[config.mk]
export PLATFORM = sky130hd
export DESIGN_NAME = vscale_csr_port_arbiter
export DESIGN_NICKNAME = d
export VERILOG_FILES = /design/src/rtl/vscale_csr_port_arbiter.sv
export SDC_FILE = /design/constraint.sdc
export NUM_CORES = 1
export LEC_CHECK = 0
export CELL_PAD_IN_SITES_DETAIL_PLACEMENT = 0
export CELL_PAD_IN_SITES_GLOBAL_PLACEMENT = 1
export CORE_MARGIN = 4
export CORE_UTILIZATION = 25
export CTS_CLUSTER_SIZE = 20
export DETAILED_ROUTE_END_ITERATION = 8
export GPL_TIMING_DRIVEN = 0
export PLACE_DENSITY = 0.93
export SYNTH_ARGS = -nofsm -noshare
export SYNTH_HDL_FRONTEND = slang
export SYNTH_SLANG_ARGS = --single-unit
[constraint.sdc]
create_clock -name clk -period 2.01 [get_ports clk]
set_input_delay 0.402 -clock clk [delete_from_list [all_inputs] [get_ports clk]]
set_output_delay 0.402 -clock clk [all_outputs]
set_load 0.05 [all_outputs]
[src/rtl/vscale_csr_port_arbiter.sv]
// vscale_csr_port_arbiter
//
// Shares the single CSR-file access port between the pipeline's CSR
// instructions (core) and HTIF PCR requests (host). The core normally owns the
// port. A pending host request takes the port when the core is idle, or when
// the request has already lost MAX_HOST_WAIT consecutive cycles to the core.
//
// Handshake semantics: a host request transfers on a rising clk edge where
// htif_req_valid && htif_req_ready. A response transfers on a rising edge where
// htif_resp_valid && htif_resp_ready. Once htif_resp_valid rises,
// htif_resp_valid and htif_resp_data stay stable until that transfer happens.
// The host may raise htif_req_valid without waiting for htif_req_ready.
//
// Ports:
//   clk, reset                   clock, synchronous active-high reset
//   core_cmd/addr/wdata          core CSR access (core_cmd[2] = access valid)
//   core_rdata/illegal/stall     core result; stall = access not performed
//   htif_req_*                   host request channel (valid/ready)
//   htif_resp_*                  host response channel (valid/ready)
//   csr_addr/cmd/wdata           command to the CSR file
//   csr_rdata/illegal            CSR file result (rdata combinational in addr)
//   state_dbg                    none; FSM state is the internal 'state' signal

module vscale_csr_port_arbiter #(
  parameter int ADDR_W        = 12,
  parameter int XLEN          = 32,
  parameter int HTIF_W        = 64,
  parameter int MAX_HOST_WAIT = 4
) (
  input  logic              clk,
  input  logic              reset,
  input  logic [2:0]        core_cmd,
  input  logic [ADDR_W-1:0] core_addr,
  input  logic [XLEN-1:0]   core_wdata,
  output logic [XLEN-1:0]   core_rdata,
  output logic              core_illegal,
  output logic              core_stall,
  input  logic              htif_req_valid,
  output logic              htif_req_ready,
  input  logic              htif_req_rw,
  input  logic [ADDR_W-1:0] htif_req_addr,
  input  logic [HTIF_W-1:0] htif_req_data,
  output logic              htif_resp_valid,
  input  logic              htif_resp_ready,
  output logic [HTIF_W-1:0] htif_resp_data,
  output logic [ADDR_W-1:0] csr_addr,
  output logic [2:0]        csr_cmd,
  output logic [XLEN-1:0]   csr_wdata,
  input  logic [XLEN-1:0]   csr_rdata,
  input  logic              csr_illegal
);

  localparam logic [1:0] S_IDLE      = 2'd0;
  localparam logic [1:0] S_HOST_ACC  = 2'd1;
  localparam logic [1:0] S_HOST_RESP = 2'd2;

  localparam logic [2:0] CMD_NONE  = 3'b000;
  localparam logic [2:0] CMD_READ  = 3'b100;
  localparam logic [2:0] CMD_WRITE = 3'b101;

  localparam logic [3:0] MAX_WAIT = 4'(MAX_HOST_WAIT);

  logic [1:0]        state;
  logic [1:0]        state_next;
  logic [3:0]        wait_cnt;
  logic              req_rw;
  logic [ADDR_W-1:0] req_addr;
  logic [XLEN-1:0]   req_data;
  logic [XLEN-1:0]   resp_data;

  logic core_req;
  logic host_win;
  logic host_take;
  logic core_own;
  logic host_acc;

  // Only the low XLEN bits of host write data reach the CSR file.
  logic unused_req_data_hi;
  assign unused_req_data_hi = ^htif_req_data[HTIF_W-1:XLEN];

  assign core_req  = core_cmd[2];
  assign host_win  = !core_req || (wait_cnt == MAX_WAIT);
  assign host_take = (state == S_IDLE) && htif_req_valid && host_win && !reset;
  // The core keeps the port in IDLE unless the host takes it this cycle, and
  // always has it while the host is only waiting on its response.
  assign core_own  = core_req &&
                     (((state == S_IDLE) && !host_take) || (state == S_HOST_RESP));
  // Gated by reset so a latched host write is dropped, not performed.
  assign host_acc  = (state == S_HOST_ACC) && !reset;

  // State register
  always_ff @(posedge clk) begin
    if (reset) begin
      state <= S_IDLE;
    end else begin
      state <= state_next;
    end
  end

  // Next-state logic
  always_comb begin
    state_next = state;
    case (state)
      S_IDLE:      if (host_take) state_next = S_HOST_ACC;
      S_HOST_ACC:  state_next = S_HOST_RESP;
      S_HOST_RESP: if (htif_resp_ready) state_next = S_IDLE;
      default:     state_next = S_IDLE;
    endcase
  end

  // Output logic
  always_comb begin
    csr_addr        = core_addr;
    csr_cmd         = CMD_NONE;
    csr_wdata       = core_wdata;
    core_rdata      = '0;
    core_illegal    = 1'b0;
    core_stall      = core_req && !core_own;
    htif_req_ready  = (state == S_IDLE) && host_win && !reset;
    htif_resp_valid = (state == S_HOST_RESP) && !reset;
    htif_resp_data  = {{(HTIF_W-XLEN){1'b0}}, resp_data};
    if (host_acc) begin
      csr_addr  = req_addr;
      csr_cmd   = req_rw ? CMD_WRITE : CMD_READ;
      csr_wdata = req_data;
    end else if (core_own) begin
      csr_cmd      = core_cmd;
      core_rdata   = csr_rdata;
      core_illegal = csr_illegal;
    end
  end

  // Host request latch, response register and starvation counter
  always_ff @(posedge clk) begin
    if (reset) begin
      wait_cnt  <= '0;
      req_rw    <= 1'b0;
      req_addr  <= '0;
      req_data  <= '0;
      resp_data <= '0;
    end else begin
      if (host_take) begin
        wait_cnt <= '0;
        req_rw   <= htif_req_rw;
        req_addr <= htif_req_addr;
        req_data <= htif_req_data[XLEN-1:0];
      end else if ((state == S_IDLE) && htif_req_valid && core_own &&
                   (wait_cnt != MAX_WAIT)) begin
        wait_cnt <= wait_cnt + 4'd1;
      end
      // csr_rdata is combinational in csr_addr, so for a host write this
      // captures the value before the write lands.
      if (state == S_HOST_ACC) begin
        resp_data <= csr_rdata;
      end
    end
  end

endmodule
== Yosys cells after proc, flatten, opt, wreduce, memory -nomap -nowiden ==
Index checks and enable logic that the tools add are counted.

* Bits in registers: 83
* Bits in latches: 0
* Bits in writable memories: 0
* ROM bits: 0
* Logic and storage cells: 46
* Memories: 0

* Add/subtract/negate cells: 1
* Multipliers: 0
* Div/mod/pow operators: 0
* Magnitude comparators: 0
* Equal/unequal tests: 6
* Shifts and indexed selects: 0
* Multiplexer cells: 12
* Bitwise gates (word level): 0
* Reductions and logical operators: 21

{| class="wikitable"
|+ Operators with widths
! operator !! count
|-
| $mux 32 || 3
|-
| $logic_and 1x1->1 || 12
|-
| $mux 12 || 1
|-
| $mux 3 || 2
|-
| $pmux 2 s3 || 1
|-
| $add 4x1->4 const B || 1
|-
| $eq 4x3->1 const B || 1
|-
| $logic_not 1->1 || 4
|-
| $mux 2 || 2
|-
| $ne 2x2->1 const B || 2
|-
| $ne 4x3->1 const B || 1
|-
| $mux 1 || 3
|-
| $eq 2x1->1 const B || 1
|-
| $eq 2x2->1 const B || 1
|-
| $logic_not 2->1 || 1
|-
| $logic_or 1x1->1 || 2
|-
| $reduce_and 2->1 || 1
|-
| $reduce_or 2->1 || 1
|}

== Depth between registers and ports, before layout ==
* Depth after elaboration: 10
* Depth in mapped cells: 7
* Gate-level depth less buffers: 5

== Least setup slack after synthesis ==
OpenSTA, ideal clock, no wires.

* Kind: input -> output
* From: input reset
* To: output htif_req_ready
* Arrival time: 2.404 ns
* Required time: 1.608 ns
* Slack: -0.796 ns
* Cell stages on the path: 4
* Buffers on the path: 3
* Cell sequence: buf_2 buf_2 buf_1 nor4_1

* Longest elaborated chain between the ends: 2

{| class="wikitable"
|+ Ends and longest elaborated chain
! element !! RTL line !! RTL
|-
| start, declared || 31 || <nowiki>input logic reset,</nowiki>
|-
| $logic_not 1->1 || 119 || <nowiki>htif_req_ready = (state == S_IDLE) && host_win && !reset;</nowiki>
|-
| $logic_and 1x1->1 || 119 ||
|-
| end, declared || 39 || <nowiki>output logic htif_req_ready,</nowiki>
|}

Every way passes these cells.

== Worst setup path in the final report ==
* From: register wait_cnt[1]
* To: output core_rdata[24]

* Longest elaborated chain between the ends: 10

{| class="wikitable"
|+ Ends and longest elaborated chain
! element !! RTL line !! RTL
|-
| start, declared || 65 || <nowiki>logic [3:0] wait_cnt;</nowiki>
|-
| start signal, assigned || 149 || <nowiki>wait_cnt <= wait_cnt + 4'd1;</nowiki>
|-
| $eq 4x3->1 || 82 || <nowiki>assign host_win = !core_req || (wait_cnt == MAX_WAIT);</nowiki>
|-
| $logic_or 1x1->1 || 82 ||
|-
| $logic_and 1x1->1 (2 in a row) || 83 || <nowiki>assign host_take = (state == S_IDLE) && htif_req_valid && host_win && !reset;</nowiki>
|-
| $logic_not 1->1 || 87 || <nowiki>(((state == S_IDLE) && !host_take) || (state == S_HOST_RESP));</nowiki>
|-
| $logic_and 1x1->1 || 87 ||
|-
| $logic_or 1x1->1 || 87 ||
|-
| $logic_and 1x1->1 || 86 || <nowiki>assign core_own = core_req &&</nowiki>
|-
| $mux 32 || 126 || <nowiki>end else if (core_own) begin</nowiki>
|-
| $mux 32 || 122 || <nowiki>if (host_acc) begin</nowiki>
|-
| end, declared || 35 || <nowiki>output logic [XLEN-1:0] core_rdata,</nowiki>
|}

Every way passes these cells.

==> out/qor.yml <==
outcome: "complete, but fails checks"
violations: "negative setup slack"
pre_cts_ws_ps: -1430
start_kind: "register"
grt_usage_pct: 15.8
antenna_found_initial: 0
maxSlewViolCount: 0
critPathCaptureType: "output port"
hold_viol_final: 0
p_per_area_mw_per_mm2: 622
worstPathArrival_ps: 1990
initial_utilization_pct: 25.4
rsz0062_at_grt: "true"
grt_pass1_wl_um: 24900
clk_latency_ps: 340
ys_types: 34
boundaryPins: 308
synthTopCellsByCount: "92 x nand2b_1, 83 x dfxtp_1, 67 x nand2_1, 45 x mux2i_1, 44 x mux2_2"
gr-total-overflow: 0
grt_pass1_vias: 4645
synth_top_family_by_area: "simple AND/OR/NAND/NOR gates"
synth-edff-count: 0
p_leak_nw: 3.67
grt_max_degree: 15
fin_nets: 978
synthXorXnorAreaFrac_pct: 0
postCtsHoldBufs: 0
drt_pre_antenna_iters: 4
path_buf_inv: 3
final_layout_size_suffix_gt1_share_pct: 33.4
remaining_drc_errors: 0
yosys-top-cells-area: "dfxtp_1 36%, nand2b_1 13%, mux2_2 11%"
setup_viol: 82
synth_top_area_cell: "dfxtp_1"
detail-route-antenna-nets: 0
synth_seq_cells: 83
vias: 4503
synth_most_common_cell: "nand2b_1"
clk_pin_slew_ps: 60
root_buffer: "clkbuf_16"
worstPathRequired_ps: 1610
fin_skew_ps: 9.80
worst_slack_ps: -385
hold_path.class: "register to register"
instances_no_fill: 1049
crit_slowest_cell: "o311a_4"
slew_headroom_pct: 61.4
cp_max_fo: 8
cp_top_family: "compound AO/OA/AOI/OAI gates"
slowest_delay_ps: 480
synthSimpleGateAreaFrac_pct: 25.7
core_region_area_mm2: 0.0180
hpwlAfterDp_um: 11900
cts.path.max_buffers: 2
die_w_um: 143
yosysWarnings: 0
seq_area_frac_synth_pct: 36.4
die_h_um: 143
cp_cell_sequence: "inv_2, ha_4, nand3b_4, o311a_4, clkbuf_16, and2_4, buf_8"
rows: 49
fmax_mhz: 417
synthMuxAreaShare_pct: 20.7
via_per_inst: 4.29
numCtsBuffers: 9
placed_cells: 1005
cap_violations: 0
dieArea_mm2: 0.0205
gp_congestion: 0.788
criticalPathCategory: "register to output port"
fin_area_mm2: 0.00891
synth_area_mm2: 0.00457
drtIter0Drc: 165
finalCritPeriodShare_pct: 119
cts_tree: "built"
p_total_mw: 5.55
n_antenna_cell: 0
timing.hold.ws_ps: 453
place_area_mm2: 0.00743
synth_top_area_share_pct: 36.4
worstMarginPinSlew_ps: 577
finalCriticalPeriod_ps: 2400
synthAdderAreaFrac_pct: 0.548
wl_per_cell_um: 16.6
syn_to_final_growth_pct: 95.1
routed_wl_um: 17400
syn_area_per_cell_um2: 9.06
htree_num_levels: 3
cts_sinks: 83
peakVddDrop_mv: 0.444
synthArstFlopShare_pct: 0
ys.flop_type: "dfxtp_1"
port_buffers: 241
synth_compound_area_share_pct: 5.34
synth_cells: 504
per-stage QoR:
stage / utilization, % / setup TNS, ps
2_1_floorplan: - / -230
6_report: 49.6 / -22750
5_1_grt: 49.6 / -29090
3_3_place_gp: 41.4 / -85340
4_1_cts: 47.6 / -26890
3_5_place_dp: 41.4 / -88190
what timing repair did:
item	in CTS	in global routing
pin swaps	30	6
buffers inserted	15	10
gates cloned	6	3
setup endpoints to repair	83	82
gates resized for setup	729	70
worst paths after layout:
check	depth (start not counted)	slack, ps	startpoint	to
worst max-delay path	7	-390	wait_cnt[1]	core_rdata[24]
worst max register to register	8	100	state[0]	req_rw
worst min register to register	2	450	resp_data[20]	resp_data[20]
worst min-delay path	2	450	resp_data[20]	resp_data[20]
layout by cell type (no fill, tap or decap), types with 32 or more instances in the layout:
cell type and n:
mux2_4 44, buf_8 79, nand2_1 67, conb_1 32, and2_4 33, nand2b_1 90
clkdlybuf4s50_1 157, buf_4 45, mux2i_1 45, a21oi_1 34, dfxtp_1 79
per-layer routing:
layer  global-route usage (%)  up-vias  share of wire (%)
met3                     5.12       16                9.5
li1                         -     2208                  -
met5                        0        -                  0
met4                     4.95        0                1.5
met1                     18.2     2093                 39
met2                     27.6      186                 50
power breakdown:
part	switching [mW]	internal [mW]	total, mW
combinational	0.995	0.907	1.90
sequential	0.0460	1.72	1.77
clock	0.715	1.16	1.88
kinds of logic (layout without fill, tap and decap cells):
group           count (synthesis)  count (layout)
buf+inv                        75             359
simple gates                  212             212
other cells                     1              32
compound gates                 42              43
mux                            89              89
flops                          83              83
fa+ha+maj                       2               2
worst register-to-register path: stages, from the launching register on:
cell,delay (ps)
dfxtp_4,370
buf_6,120
or3b_4,380
buf_4,140
buf_4,150
a21oi_4,140
buf_12,170
buf_12,160
mux2i_1,200
cell type report:
| cell class | instances | area (µm²) |
|---|---|---|
| buffer | 67 | 561 |
| clock buffer | 11 | 253 |
| clock inverter | 5 | 85.1 |
| fill | 1618 | 9050 |
| inverter | 5 | 18.8 |
| multi-input combinational | 378 | 2860 |
| sequential | 83 | 1670 |
| tap | 229 | 287 |
| timing repair buffer | 271 | 3180 |
flip-flops by register name (all words and copies together) (netlist names):
name	flops
state	2
resp_data	32
req_rw	1
req_data	32
wait_cnt	4
req_addr	12
No activity file was read; power rests on OpenSTA's default activity.
